<file path="config.mk">
export PLATFORM = sky130hd
export DESIGN_NAME = npc_ras_flat
export DESIGN_NICKNAME = d
export VERILOG_FILES = /design/src/rtl/npc_ras_if.sv /design/src/rtl/npc_ras.sv /design/src/flat_wrapper.sv
export SDC_FILE = /design/constraint.sdc
export NUM_CORES = 1
export LEC_CHECK = 0
export BUFFER_PORTS_ARGS = -buffer_cell sky130_fd_sc_hd__buf_2
export CAP_MARGIN = 0
export CORE_MARGIN = 2
export CORE_UTILIZATION = 45
export DETAILED_ROUTE_END_ITERATION = 8
export HOLD_SLACK_MARGIN = 0.03
export PLACE_DENSITY = 0.74
export SYNTH_ARGS = -nofsm -noshare
export SYNTH_HDL_FRONTEND = slang
export SYNTH_SLANG_ARGS = --single-unit
</file>
<file path="constraint.sdc">
create_clock -name clk -period 10.5 [get_ports clk]
set_input_delay 2.1 -clock clk [delete_from_list [all_inputs] [get_ports clk]]
set_output_delay 2.1 -clock clk [all_outputs]
set_load 0.01 [all_outputs]
</file>
<file path="src/rtl/npc_ras_if.sv">
// Control-side bundle for the next-PC unit: select/operand inputs from decode
// and ALU, PC and return-stack status back out to fetch.
interface npc_ras_if #(
  parameter int RAS_DEPTH = 4
);
  localparam int CW = $clog2(RAS_DEPTH) + 1;

  logic          stall;
  logic [2:0]    nPCOp;
  logic          zero;
  logic [15:0]   imm16;
  logic [25:0]   imm26;
  logic [31:0]   reg_target;
  logic [31:0]   pc;
  logic [31:0]   pc_plus4;
  logic [CW-1:0] ras_count;
  logic          ras_underflow;

  modport master (
    output stall, nPCOp, zero, imm16, imm26, reg_target,
    input  pc, pc_plus4, ras_count, ras_underflow
  );

  modport slave (
    input  stall, nPCOp, zero, imm16, imm26, reg_target,
    output pc, pc_plus4, ras_count, ras_underflow
  );
endinterface

</file>
<file path="src/rtl/npc_ras.sv">
// Next-PC unit: owns the architectural PC and a circular return-address stack
// that JAL pushes and RET pops, with fetch stall and synchronous reset.
module npc_ras #(
  parameter logic [31:0] RESET_PC    = 32'h0000_3000,
  parameter int          RAS_DEPTH   = 4,
  parameter bit          BR_BASE_PC4 = 1'b1
) (
  input  logic       clk,
  input  logic       rst,
  npc_ras_if.slave   bus
);
  localparam int PW = (RAS_DEPTH > 1) ? $clog2(RAS_DEPTH) : 1;
  localparam int CW = $clog2(RAS_DEPTH) + 1;
  localparam logic [CW-1:0] RAS_FULL = CW'(RAS_DEPTH);

  typedef enum logic [2:0] {
    OP_NML = 3'b000,
    OP_BEQ = 3'b001,
    OP_J   = 3'b010,
    OP_BNE = 3'b011,
    OP_JAL = 3'b100,
    OP_JR  = 3'b101,
    OP_RET = 3'b110,
    OP_RSV = 3'b111
  } op_e;

  logic [31:0]   pc_q;
  logic [31:0]   ras_mem [RAS_DEPTH];
  logic [PW-1:0] ptr_q;
  logic [CW-1:0] cnt_q;
  logic          unf_q;

  op_e           op;
  logic [31:0]   pc_plus4;
  logic [31:0]   br_off;
  logic [31:0]   br_tgt;
  logic [31:0]   j_tgt;
  logic [31:0]   jr_tgt;
  logic [31:0]   pc_next;
  logic [PW-1:0] ptr_inc;
  logic [PW-1:0] ptr_dec;
  logic          ras_empty;
  logic          push;
  logic          pop;
  logic          unf_next;
  logic          adv;

  assign op        = op_e'(bus.nPCOp);
  assign pc_plus4  = pc_q + 32'd4;
  assign br_off    = {{14{bus.imm16[15]}}, bus.imm16, 2'b00};
  assign br_tgt    = (BR_BASE_PC4 ? pc_plus4 : pc_q) + br_off;
  assign j_tgt     = {pc_q[31:28], bus.imm26, 2'b00};
  assign jr_tgt    = {bus.reg_target[31:2], 2'b00};
  assign ptr_inc   = ptr_q + PW'(1);
  assign ptr_dec   = ptr_q - PW'(1);
  assign ras_empty = (cnt_q == '0);
  assign adv       = !rst && !bus.stall;

  // Exactly one of push/pop can be asserted; RET on an empty stack falls
  // back to the register target and flags the underflow instead of popping.
  always_comb begin
    pc_next  = pc_plus4;
    push     = 1'b0;
    pop      = 1'b0;
    unf_next = 1'b0;
    case (op)
      OP_BEQ: if (bus.zero)  pc_next = br_tgt;
      OP_BNE: if (!bus.zero) pc_next = br_tgt;
      OP_J:   pc_next = j_tgt;
      OP_JAL: begin
        pc_next = j_tgt;
        push    = 1'b1;
      end
      OP_JR:  pc_next = jr_tgt;
      OP_RET: begin
        if (!ras_empty) begin
          pc_next = ras_mem[ptr_q];
          pop     = 1'b1;
        end else begin
          pc_next  = jr_tgt;
          unf_next = 1'b1;
        end
      end
      default: pc_next = pc_plus4;
    endcase
  end

  always_ff @(posedge clk) begin
    if (rst) begin
      pc_q  <= {RESET_PC[31:2], 2'b00};
      ptr_q <= '0;
      cnt_q <= '0;
      unf_q <= 1'b0;
    end else if (bus.stall) begin
      unf_q <= 1'b0;
    end else begin
      pc_q  <= pc_next;
      unf_q <= unf_next;
      if (push) begin
        // A push on a full stack wraps onto the oldest slot; count saturates.
        ptr_q <= ptr_inc;
        if (cnt_q != RAS_FULL) cnt_q <= cnt_q + CW'(1);
      end else if (pop) begin
        ptr_q <= ptr_dec;
        cnt_q <= cnt_q - CW'(1);
      end
    end
  end

  // Entry storage carries no reset; validity is tracked by cnt_q alone.
  always_ff @(posedge clk) begin
    if (adv && push) ras_mem[ptr_inc] <= pc_plus4;
  end

  assign bus.pc            = pc_q;
  assign bus.pc_plus4      = pc_plus4;
  assign bus.ras_count     = cnt_q;
  assign bus.ras_underflow = unf_q;
endmodule

</file>
<file path="src/flat_wrapper.sv">
// flat-port wrapper written by rule: the top's interface ports become plain ports
module npc_ras_flat 
#(
  parameter logic [31:0] RESET_PC    = 32'h0000_3000,
  parameter int          RAS_DEPTH   = 4,
  parameter bit          BR_BASE_PC4 = 1'b1
)
  (clk, rst, bus_stall, bus_nPCOp, bus_zero, bus_imm16, bus_imm26, bus_reg_target, bus_pc, bus_pc_plus4, bus_ras_count, bus_ras_underflow);
  npc_ras_if #(.RAS_DEPTH(RAS_DEPTH)) bus_i ();
  input  logic clk;
  input  logic rst;
  input wire logic [$bits(bus_i.stall)-1:0] bus_stall;
  input wire logic [$bits(bus_i.nPCOp)-1:0] bus_nPCOp;
  input wire logic [$bits(bus_i.zero)-1:0] bus_zero;
  input wire logic [$bits(bus_i.imm16)-1:0] bus_imm16;
  input wire logic [$bits(bus_i.imm26)-1:0] bus_imm26;
  input wire logic [$bits(bus_i.reg_target)-1:0] bus_reg_target;
  output wire logic [$bits(bus_i.pc)-1:0] bus_pc;
  output wire logic [$bits(bus_i.pc_plus4)-1:0] bus_pc_plus4;
  output wire logic [$bits(bus_i.ras_count)-1:0] bus_ras_count;
  output wire logic [$bits(bus_i.ras_underflow)-1:0] bus_ras_underflow;
  assign bus_i.stall = bus_stall;
  assign bus_i.nPCOp = bus_nPCOp;
  assign bus_i.zero = bus_zero;
  assign bus_i.imm16 = bus_imm16;
  assign bus_i.imm26 = bus_imm26;
  assign bus_i.reg_target = bus_reg_target;
  assign bus_pc = bus_i.pc;
  assign bus_pc_plus4 = bus_i.pc_plus4;
  assign bus_ras_count = bus_i.ras_count;
  assign bus_ras_underflow = bus_i.ras_underflow;
  npc_ras #(.RESET_PC(RESET_PC), .RAS_DEPTH(RAS_DEPTH), .BR_BASE_PC4(BR_BASE_PC4)) u_core (.clk(clk), .rst(rst), .bus(bus_i));
endmodule
</file>
After elaboration in Yosys (flattened, before gate mapping)
Memory sizes are Yosys's and may differ from the RTL's. A register that Yosys moved wholly into a read port is not among the register bits.
Cells that the tools add are included.
{"block": "classes", "n_div": 0, "n_mux": 17, "eq_ne": 8, "n_shift": 0, "order_cmp": 0, "bitwise": 3, "reduce_logical": 11, "multipliers": 0, "add_sub_neg": 6}
{"op": "$pmux W32 S5", "count": 1}
{"op": "$mux W32", "count": 3}
{"op": "$add A32 B3 Y32 const B", "count": 1}
{"op": "$add A32 B32 Y32", "count": 1}
{"op": "$eq A3 B3 Y1 const B", "count": 3}
{"op": "$mux W3", "count": 3}
{"op": "$mux W2", "count": 4}
{"op": "$eq A3 B2 Y1 const B", "count": 2}
{"op": "$mux W1", "count": 6}
{"op": "$reduce_and A2 Y1", "count": 2}
{"op": "$add A3 B1 Y3 const B", "count": 1}
{"op": "$eq A3 B1 Y1 const B", "count": 1}
{"op": "$logic_not A3 Y1", "count": 1}
{"op": "$ne A3 B3 Y1 const B", "count": 1}
{"op": "$not A1 Y1", "count": 3}
{"op": "$reduce_and A3 Y1", "count": 1}
{"op": "$reduce_or A3 Y1", "count": 1}
{"op": "$sub A3 B1 Y3 const B", "count": 1}
{"op": "$add A2 B1 Y2 const B", "count": 1}
{"op": "$logic_and A1 B1 Y1", "count": 2}
{"op": "$logic_not A1 Y1", "count": 2}
{"op": "$ne A2 B2 Y1 const B", "count": 1}
{"op": "$reduce_bool A2 Y1", "count": 1}
{"op": "$reduce_or A2 Y1", "count": 1}
{"op": "$sub A2 B1 Y2 const B", "count": 1}
{"block": "totals", "out_inout_bits": 68, "latch_bits": 0, "mem_bits_ro": 0, "mem_bits_rw": 128, "memories": 1, "regBits": 38}
{"memory": "u_core.ras_mem", "depth": 4, "width": 32, "read_ports": 1, "rd_ports_with_merged_regs": 1, "write_ports": 1, "line_no": "npc_ras.sv:28", "rtl": "logic [31:0] ras_mem [RAS_DEPTH];"}

Depth between registers and ports, before layout
{"block": "logic_depth", "depth_word": 7, "depth_mapped": 15, "ltp_nobuf": 14}

Least setup slack after synthesis
OpenSTA, ideal clock, no wires.
{"block": "synth_path", "path_kind": "input to register", "from": "input port bus_nPCOp[2]", "to": "memory u_core.ras_mem[0][0], enable pin", "arrival_ns": 3.975, "setup_slack_ns": 6.133, "cell_stages": 5, "required_ns": 10.108, "cell_sequence": "clkbuf_1 > nor3b_1 > inv_1 > nor3_1 > and2_1"}
{"block": "synth_via", "elab_chain_len": 5}
{"item": "from (decl)", "line_no": "flat_wrapper.sv:13", "rtl": "input wire logic [$bits(bus_i.nPCOp)-1:0] bus_nPCOp;"}
{"item": "$eq A3 B3 Y1", "line_no": "npc_ras.sv:66", "rtl": "case (op)"}
{"item": "$mux W1", "line_no": "npc_ras.sv:66"}
{"item": "$logic_and A1 B1 Y1", "line_no": "npc_ras.sv:112", "rtl": "if (adv && push) ras_mem[ptr_inc] <= pc_plus4;"}
{"item": "$mux W1", "line_no": "npc_ras.sv:112"}
{"item": "$mux W1 (implied by the code)", "line_no": "npc_ras.sv:112"}
{"item": "to (decl)", "line_no": "npc_ras.sv:28"}
Every way passes these cells.

Worst setup path after layout
{"block": "layout_path", "from": "register u_core.pc_q[3] (netlist: u_core.bus.pc[3])", "to": "output port bus_pc_plus4[26]"}
{"block": "layout_via", "elab_chain_len": 1}
{"item": "from (decl)", "line_no": "npc_ras.sv:27", "rtl": "logic [31:0] pc_q;"}
{"item": "from (signal assigned)", "line_no": "npc_ras.sv:90", "rtl": "pc_q <= {RESET_PC[31:2], 2'b00};"}
{"item": "from (signal assigned)", "line_no": "npc_ras.sv:97", "rtl": "pc_q <= pc_next;"}
{"item": "$add A32 B3 Y32", "line_no": "npc_ras.sv:49", "rtl": "assign pc_plus4 = pc_q + 32'd4;"}
{"item": "to (decl)", "line_no": "flat_wrapper.sv:19", "rtl": "output wire logic [$bits(bus_i.pc_plus4)-1:0] bus_pc_plus4;"}
Every way passes these cells.

==> results.txt <==
Status: complete, no violations
Largest net degree at the start of global routing: 40
Ys async rst share: 0%
Post-synthesis simple-gate area fraction: 11.0%
Crit-path cells: ha_1 > nand4_1 > or4_1 > nor3_1 > xor2_1 > buf_2
Worst-path clk slew: 0.06 ns
Setup_tns: 0 ns
P_leak: 4.28 nW
Post-synthesis xor/xnor area fraction: 4.58%
Synth Area per Inst: 12.0 um2
Top_reg_cell synth: edfxtp_1
Crit path DAT: 3.16 ns
First-pass DRT Iterations: 5
Initial DRC count: 763
Total power per unit cell area: 154 nW/um2
Largest family of logic cells by synthesized area: compound AO/OA/AOI/OAI gates
Worst-case clock buffer depth: 2
Commonest non-fill, non-tap cell in the layout: buf_2
HPWL after detailed placement: 19000 um
Post-synthesis mux area share: 8.04%
Worst Tran Pin Value: 0.928 ns
Area grow syn2layout: 16.8%
Wire length per cell: 23.1 um
Final nets: 1030
Layout Skew: 0.0115 ns
Proportion of layout cells with a drive suffix above 1: 26.6%
Core area: 20300 um2
Synth Instances: 776
TritonCTS clock tree: built
Endpoints failing setup: 0
Initial core utilization: 46.0%
CP Capture Type: primary output
# DRC: 0
Die X-Extent: 148 um
Final hold vios: 0
Max Cap Viol: 0
Number of enable flip-flop cells after synthesis: 128
Synth Warn #: 0
First-pass GRT wire length: 42100 um
Final antenna-violating net count: 0
Worst-Skew Late Latency: 0.43 ns
Clk sinks: 168
CP max-delay cell: or4_1
Crit path max fanout: 8
Synthesized area: 9330 um2
GP Congestion: 0.923
Total GRT Usage: 25.6%
Crit start category: flip-flop
CP Data Required Time: 8.40 ns
Vias in the first global route: 7357
Synth Area in Compound Gates: 18.6%
Final worst path period need: 5.26 ns
# resized after CTS: 0
Final wirelength: 27600 um
Slew Limit Headroom: 38.1%
CTS buffer count: 17
Synth Area in Adders: 4.99%
CTS root buffer: clkbuf_16
Syn Nets: 893
Final period utilization: 50.1%
RSZ-0062 raised after global routing: false
Fmax: 190 MHz
Num rows: 52
Hold Crit Class: flip-flop to flip-flop
Most frequent cells in the layout: buf_2, edfxtp_1, nand2_1
Via Count: 7449
CTS Hold Buffers Added: 0
H-tree Lvls: 4
Final Max Tran Viols: 0
# IOs: 149
Synth Register Bits: 168
Via density: 6.23
Total Die Area: 21900 um2
Initial antenna violation count: 0
Post-CTS Repair Setup Buffers: 0
Maximum vdd drop: 0.104 mV
Post-synthesis sequential area ratio: 49.8%
Final Util: 53.7%
Synth unique cells: 78
Crit path largest cell delay: 0.70 ns
Die height: 148 um
Antenna Cells: 0
Port Buffers: 146
Worst Setup Path Type: flip-flop to primary output
Total gr overflow: 0
worst max-delay path, delay by kind of cell, from the launching register on:
kind                       cells  cell delay (ns)
xor gates and xnor gates       1             0.56
adders and majority gates      1             0.28
buffers and inverters          1             0.26
DFF                            1             0.40
and+or+nand+nor                3             1.23
path summary, 6_finish.rpt:
kind / cells past startpoint / endpoint / startpoint / slack, ns
setup / recovery: 6 / bus_pc_plus4[26] / u_core.bus.pc[3] / 5.24
hold / removal: 0 / u_core.ras_mem[3][1] / u_core.bus.pc[1] / 0.56
setup reg to reg: 12 / u_core.bus.pc[27] / u_core.bus.pc[3] / 5.97
hold reg to reg: 0 / u_core.ras_mem[3][1] / u_core.bus.pc[1] / 0.56
cell families after synthesis:
group                      count (synthesis)
AOI/OAI and AO/OA                        230
xor gates and xnor gates                  47
adders and majority gates                 36
buffers and inverters                     71
DFF                                      168
muxes                                     35
and+or+nand+nor                          189
layout make-up:
class / count / area (um2)
Clock buffer: 19 / 443
Clock inverter: 13 / 118
Timing Repair Buffer: 161 / 843
Multi-Input combinational cell: 537 / 4410
Inverter: 28 / 105
Fill cell: 1763 / 9400
Sequential cell: 168 / 4650
Tap cell: 270 / 338
cells in the mapped netlist (20+ instances only):
| cell | instances | share of area, % |
|---|---|---|
| mux4_2 | 32 | 7.7 |
| a221oi_1 | 24 | 2.3 |
| o21ai_0 | 21 | 1.1 |
| xnor2_1 | 26 | 2.4 |
| edfxtp_1 | 128 | 41 |
| a221o_1 | 22 | 2.4 |
| dfxtp_1 | 40 | 8.6 |
| clkbuf_1 | 34 | 1.4 |
| nor2_1 | 40 | 1.6 |
| inv_1 | 28 | 1.1 |
| nand2_1 | 40 | 1.6 |
| a21oi_1 | 37 | 2.0 |
| ha_1 | 34 | 4.6 |
| xor2_1 | 20 | 1.9 |
flip-flops by register name, indices dropped and copies added, names as in the netlist, named ones only:
name                      count
u_core.ras_mem              128
u_core.bus.pc                32
u_core.bus.ras_count          3
u_core.ptr_q                  2
u_core.bus.ras_underflow      1
routing by layer:
layer	GRT usage (%)	vias to the layer above	share of wire (%)
met5	0	-	0
met4	10.7	0	2.7
met3	4.44	49	8.1
met2	40.6	351	47
met1	34.8	3676	42
li1	-	3373	-
where the power goes:
group | internal (mW) | switching (mW)
registers | 0.734 | 0.0189
clock network | 0.335 | 0.272
logic | 0.124 | 0.192
stage by stage:
stage          power, mW  hold slack (ns)  cell area, um2  setup slack [ns]  std cells
6_report            1.68            0.556           10900              5.24       1196
5_1_grt             1.74            0.571           10900              5.02       1196
4_1_cts             1.68            0.555           10900              5.26       1196
3_5_place_dp        1.08            0.544           10300              5.64       1164
3_3_place_gp        1.07            0.533           10300              5.68       1164
2_1_floorplan      0.967            0.550            9330              6.13        776
(Power assumes the default switching activity.)
